File: config.mk
export PLATFORM = sky130hd
export DESIGN_NAME = pc_redirect_unit_flat
export DESIGN_NICKNAME = d
export VERILOG_FILES = /design/src/rtl/pc_redirect_unit_if.sv /design/src/rtl/pc_redirect_unit.sv /design/src/flat_wrapper.sv
export SDC_FILE = /design/constraint.sdc
export NUM_CORES = 1
export LEC_CHECK = 0
export ABC_AREA = 1
export CORE_MARGIN = 2
export CORE_UTILIZATION = 35
export DETAILED_ROUTE_END_ITERATION = 10
export DONT_BUFFER_PORTS = 1
export PLACE_DENSITY = 0.5
export SYNTH_ARGS = -nofsm -noshare
export SYNTH_HDL_FRONTEND = slang
export SYNTH_SLANG_ARGS = --single-unit
File: constraint.sdc
create_clock -name clk -period 2.6 [get_ports clk]
set_input_delay 0.52 -clock clk [delete_from_list [all_inputs] [get_ports clk]]
set_output_delay 0.52 -clock clk [all_outputs]
set_load 0.01 [all_outputs]
File: src/rtl/pc_redirect_unit_if.sv
// pc_redirect_unit_if: fetch-PC bus; master drives branch/stall inputs, slave (the PC unit) drives pc, flush and stats
interface pc_redirect_unit_if #(parameter int XLEN = 32);
  logic            br_taken;
  logic [XLEN-1:0] br_target;
  logic            fetch_stall;
  logic            pipe_stall;
  logic [XLEN-1:0] pc;
  logic            pc_valid;
  logic            flush;
  logic            redirect;
  logic            misalign;
  logic [31:0]     taken_cnt;
  logic [31:0]     ignored_cnt;
  modport master (
    output br_taken, br_target, fetch_stall, pipe_stall,
    input  pc, pc_valid, flush, redirect, misalign, taken_cnt, ignored_cnt
  );
  modport slave (
    input  br_taken, br_target, fetch_stall, pipe_stall,
    output pc, pc_valid, flush, redirect, misalign, taken_cnt, ignored_cnt
  );
endinterface

File: src/rtl/pc_redirect_unit.sv
// pc_redirect_unit: owns the fetch PC, applies (or defers under fetch_stall) branch redirects and drives the IF/ID flush window; ports clk, reset, bus (slave); BR_STATS_EN enables taken_cnt/ignored_cnt
module pc_redirect_unit #(
  parameter int              XLEN         = 32,
  parameter logic [XLEN-1:0] RESET_PC     = '0,
  parameter int              PC_INC       = 4,
  parameter int              FLUSH_CYCLES = 2
) (
  input logic               clk,
  input logic               reset,
  pc_redirect_unit_if.slave bus
);
  typedef enum logic [1:0] {RUN, PEND, FLUSH} state_t;
  state_t          state_q, state_d;
  logic [2:0]      cnt_q, cnt_d;
  logic [XLEN-1:0] pc_q, pc_d, pend_q, pend_d, tgt;
  logic            pc_valid_q, redirect_q, redirect_d, misalign_q, misalign_d;
  logic            act_run, apply, capture, hold;
  // the last flush cycle already behaves like RUN, so a branch sampled on the closing edge is taken
  assign act_run = state_q == RUN || (state_q == FLUSH && cnt_q == 3'd1);
  assign apply   = (act_run && bus.br_taken && !bus.fetch_stall) || (state_q == PEND && !bus.fetch_stall);
  assign capture = act_run && bus.br_taken && bus.fetch_stall;
  assign tgt     = state_q == PEND ? pend_q : bus.br_target;
  // the first cycle after reset issues RESET_PC itself, so the PC only advances once pc_valid is up
  assign hold    = bus.fetch_stall || bus.pipe_stall || state_q == PEND || !pc_valid_q;
  always_comb begin
    pc_d       = apply ? {tgt[XLEN-1:2], 2'b00} : hold ? pc_q : pc_q + XLEN'(PC_INC);
    state_d    = apply ? FLUSH : capture ? PEND : act_run ? RUN : state_q;
    cnt_d      = apply ? 3'(FLUSH_CYCLES) : cnt_q != 3'd0 ? cnt_q - 3'd1 : 3'd0;
    pend_d     = capture ? bus.br_target : pend_q;
    redirect_d = apply;
    misalign_d = apply && tgt[1:0] != 2'b00;
  end
  always_ff @(posedge clk) begin
    if (reset) begin
      state_q    <= RUN;
      cnt_q      <= '0;
      pc_q       <= RESET_PC;
      pend_q     <= '0;
      pc_valid_q <= 1'b0;
      redirect_q <= 1'b0;
      misalign_q <= 1'b0;
    end else begin
      state_q    <= state_d;
      cnt_q      <= cnt_d;
      pc_q       <= pc_d;
      pend_q     <= pend_d;
      pc_valid_q <= 1'b1;
      redirect_q <= redirect_d;
      misalign_q <= misalign_d;
    end
  end
  assign bus.pc       = pc_q;
  assign bus.pc_valid = pc_valid_q;
  assign bus.flush    = state_q != RUN;
  assign bus.redirect = redirect_q;
  assign bus.misalign = misalign_q;
`ifdef BR_STATS_EN
  logic        ignore;
  logic [31:0] taken_q, taken_d, ignored_q, ignored_d;
  // a branch arriving while a redirect is pending or the flush window is open is wrong-path
  assign ignore = bus.br_taken && !act_run;
  always_comb begin
    taken_d   = apply && taken_q != '1 ? taken_q + 32'd1 : taken_q;
    ignored_d = ignore && ignored_q != '1 ? ignored_q + 32'd1 : ignored_q;
  end
  always_ff @(posedge clk) begin
    if (reset) begin
      taken_q   <= '0;
      ignored_q <= '0;
    end else begin
      taken_q   <= taken_d;
      ignored_q <= ignored_d;
    end
  end
  assign bus.taken_cnt   = taken_q;
  assign bus.ignored_cnt = ignored_q;
`else
  assign bus.taken_cnt   = '0;
  assign bus.ignored_cnt = '0;
`endif
endmodule

File: src/flat_wrapper.sv
// flat-port wrapper written by rule: the top's interface ports become plain ports
module pc_redirect_unit_flat 
#(
  parameter int              XLEN         = 32,
  parameter logic [XLEN-1:0] RESET_PC     = '0,
  parameter int              PC_INC       = 4,
  parameter int              FLUSH_CYCLES = 2
)
  (clk, reset, bus_br_taken, bus_br_target, bus_fetch_stall, bus_pipe_stall, bus_pc, bus_pc_valid, bus_flush, bus_redirect, bus_misalign, bus_taken_cnt, bus_ignored_cnt);
  pc_redirect_unit_if #(.XLEN(XLEN)) bus_i ();
  input logic clk;
  input logic reset;
  input wire logic [$bits(bus_i.br_taken)-1:0] bus_br_taken;
  input wire logic [$bits(bus_i.br_target)-1:0] bus_br_target;
  input wire logic [$bits(bus_i.fetch_stall)-1:0] bus_fetch_stall;
  input wire logic [$bits(bus_i.pipe_stall)-1:0] bus_pipe_stall;
  output wire logic [$bits(bus_i.pc)-1:0] bus_pc;
  output wire logic [$bits(bus_i.pc_valid)-1:0] bus_pc_valid;
  output wire logic [$bits(bus_i.flush)-1:0] bus_flush;
  output wire logic [$bits(bus_i.redirect)-1:0] bus_redirect;
  output wire logic [$bits(bus_i.misalign)-1:0] bus_misalign;
  output wire logic [$bits(bus_i.taken_cnt)-1:0] bus_taken_cnt;
  output wire logic [$bits(bus_i.ignored_cnt)-1:0] bus_ignored_cnt;
  assign bus_i.br_taken = bus_br_taken;
  assign bus_i.br_target = bus_br_target;
  assign bus_i.fetch_stall = bus_fetch_stall;
  assign bus_i.pipe_stall = bus_pipe_stall;
  assign bus_pc = bus_i.pc;
  assign bus_pc_valid = bus_i.pc_valid;
  assign bus_flush = bus_i.flush;
  assign bus_redirect = bus_i.redirect;
  assign bus_misalign = bus_i.misalign;
  assign bus_taken_cnt = bus_i.taken_cnt;
  assign bus_ignored_cnt = bus_i.ignored_cnt;
  pc_redirect_unit #(.XLEN(XLEN), .RESET_PC(RESET_PC), .PC_INC(PC_INC), .FLUSH_CYCLES(FLUSH_CYCLES)) u_core (.clk(clk), .reset(reset), .bus(bus_i));
endmodule
==> flow_summary.toml <==
[run_status]
status = "completed"

[timing]
setup_viol_count_final = 0
timing.hold.ws_ps = 243
finalHoldViolations = 0
rsz0062_at_grt = "false"
min_period_ps = 1840
worstMarginPinSlew_ps = 566
fin_crit_sh_pct = 70.7
relSlewSlack_pct = 62.3
fin_worst_skew_ps = 6.60
fmax_mhz = 544
final_max_slew_viol_count = 0
setup_tns_ps = 0

[power_and_ir_drop]
power.net_switching_mw = 1.11
p_leak_nw = 2.14
sequentialPowerShare_pct = 40.7
vdd_drop_max_uv = 308
cellPowerDensity_nw_per_um2 = 695
p_sw_share_pct = 32.8
pwr-share-comb_pct = 19.3
clkPwrFrac_pct = 40.0
p_int_mw = 2.27

[global_route]
met2_usage_pct = 26.8
grt_pass1_vias = 3688
grt_pass1_wl_um = 20400
use_met1_pct = 25.1
busiest_layer = "met2"
use_met3_pct = 5.18
grt_max_degree = 66
grt_usage_pct = 18.1
overflow = 0
antenna_found_initial = 0

[worst_setup_path]
path_max_fanout = 21
worstPathRequired_ps = 2880
crit_type = "flip-flop to flip-flop"
path_cells = "inv_1 > nand2_2 > nand2_4 > nand2_4 > nand2_2 > nand2_2 > nand2_1 > or2_1 > nor2_1"
critical_path_arrival_ps = 2120
cp-end-kind = "flip-flop"
cpMaxStageDelayCell = "nand2_2"
critical_path.max_stage_delay_ps = 400
worstSetupStartpointType = "flip-flop"
crit_top_cell = "nand2_2"

[finish]
diodes = 0
fin_nets = 774
layout-drive-gt1-share_pct = 6.08
area_growth_pct = 2.84

[clock_network]
path_clk_slew_ps = 60
cts-root-buf = "clkbuf_16"
ctsHoldBuffers = 0
post_cts_buffers = 0
ctsResizeCount = 0
tritoncts = "yes"
clockBufferDepth = 2
clock-sinks = 70
cts_made_buffers = 9
clk_latency_ps = 340
htree_levels = 3

[die]
start_util_pct = 35.8
rows = 42
core_area_um2 = 13200
die_area_um2 = 14400
die_w_um = 120
io-pin-count = 137
dieHeight_um = 120

[place]
io_buffers = 0
dp_hpwl_um = 9350
gp_congestion = 0.868

[synthesis]
muxShareOfSynthArea_pct = 0
synthXorXnorAreaFrac_pct = 0.557
yosysTopAreaCell = "dfxtp_1"
netlist_area_um2 = 4720
synth_top_family_by_area = "simple AND/OR/NAND/NOR gates"
yosysUniqueCellTypes = 30
synth-compound-area-share_pct = 12.5
synthCells = 750
synth_fa_ha_area_share_pct = 0.530
yosysWarningCount = 0
avgSynthCellArea_um2 = 6.29
ys_ff_latch = 70
synthSimpleGateAreaFrac_pct = 34.5
synthTopCellsByArea = "dfxtp_1, nand2_1, buf_4, inv_1, o21ai_0"
synth_top_area_share_pct = 29.7
synth.yosys.seq_area_share_pct = 29.7

[routing]
wire_per_inst_um = 14.2
first_iter_violations = 200
via_per_inst = 4.62
ant_nets = 0
routed_wl_um = 13000
drc = 0
firstDrtPassIters = 5
vias = 4232

[flow_run]
cap_violations = 0

[worst_hold_path]
min_path_type = "input port to flip-flop"
## cells in the final DEF (no fill, tap or decap), drive strengths merged, types with 2 or more instances in the layout
cell type,instances
xnor2,2
nand4,22
a21oi,48
nand2,200
o21ai,67
conb,66
clkbuf,12
clkinv,2
dfxtp,70
ha,2
inv,91
nand3b,2
bufinv,2
nor3,2
nand3,61
nor2,80
buf,7
## final cells by class
class | count | area, um^2
repair buffers | 7 | 52.6
fillers | 1431 | 8340
multi-input cells | 556 | 2520
well taps | 176 | 220
clock buffers | 12 | 246
inverters | 91 | 342
flip-flops and latches | 70 | 1400
clock inverters | 4 | 70.1
## metal layers
metal / share of wire (%) / routed length, um
met1: 47 / 6080
met2: 42 / 5510
met3: 9.3 / 1210
met4: 1.5 / 189
met5: 0 / 0
## kinds of logic (layout without fill, tap and decap cells)
family	count (synthesis)	in the layout
compound gates	117	117
flops	70	70
buf+inv	189	114
other cells	1	66
fa+ha+maj	2	2
xor+xnor	3	3
simple gates	368	368
## path summary, 6_finish.rpt
check | from | end | slack [ps] | cells past startpoint
worst max register to register | u_core.state_q[1] | u_core.cnt_q[2] | 760 | 9
worst max-delay path | u_core.state_q[1] | u_core.cnt_q[2] | 760 | 9
worst min-delay path | reset | u_core.cnt_q[1] | 240 | 1
worst min register to register | u_core.pend_q[28] | u_core.pend_q[28] | 440 | 2
## synthesized netlist by cell type
library cell	instances
o21ai_0	61
nor2_1	73
nand3_2	2
nand2_4	4
inv_1	87
conb_1	1
a31oi_1	1
inv_2	4
nand4_1	22
nand2_1	191
buf_2	8
dfxtp_1	70
nor3_1	2
or2_1	1
nand3b_1	2
xor2_1	1
nand2_2	5
buf_4	71
xnor2_1	2
nor2_2	3
a21oi_1	48
nand3_1	58
nor2_4	4
ha_1	2
o21bai_1	1
clkbuf_1	9
buf_6	8
nand3_4	1
buf_1	2
o21ai_1	6
## worst max-delay path: cells and delay by family (launching register included)
| family | cells | cell delay, ps |
|---|---|---|
| buffers and inverters | 1 | 70 |
| AND/OR/NAND/NOR | 8 | 1320 |
| flip-flops | 1 | 380 |
## power by group through the flow
stage | Combinational, mW | Clock [mW] | Sequential (mW)
after floorplan | 0.637 | 0 | 1.35
after global placement | 0.638 | 0 | 1.39
after detailed placement | 0.651 | 0 | 1.40
after CTS | 0.652 | 1.38 | 1.37
after global routing | 0.756 | 1.41 | 1.39
final | 0.652 | 1.35 | 1.37
## per-stage QoR
| step | power (mW) | instances | utilization [%] | setup WS [ps] | cell area, um^2 |
|---|---|---|---|---|---|
| after floorplan | 1.98 | 815 | - | 1080 | 4960 |
| after global placement | 2.03 | 900 | 34.4 | 795 | 4540 |
| after detailed placement | 2.05 | 900 | 34.4 | 757 | 4540 |
| after CTS | 3.40 | 916 | 36.8 | 753 | 4850 |
| after global routing | 3.56 | 916 | 36.8 | 584 | 4850 |
| final | 3.38 | 916 | 36.8 | 761 | 4850 |
## state kept, by name, summed over array words and instances, names as in the netlist
register             flops
u_core.state_q           2
u_core.bus.pc           30
u_core.bus.pc_valid      1
u_core.cnt_q             3
u_core.pend_q           32
u_core.bus.misalign      1
u_core.bus.redirect      1
No activity file was read; power rests on OpenSTA's default activity.
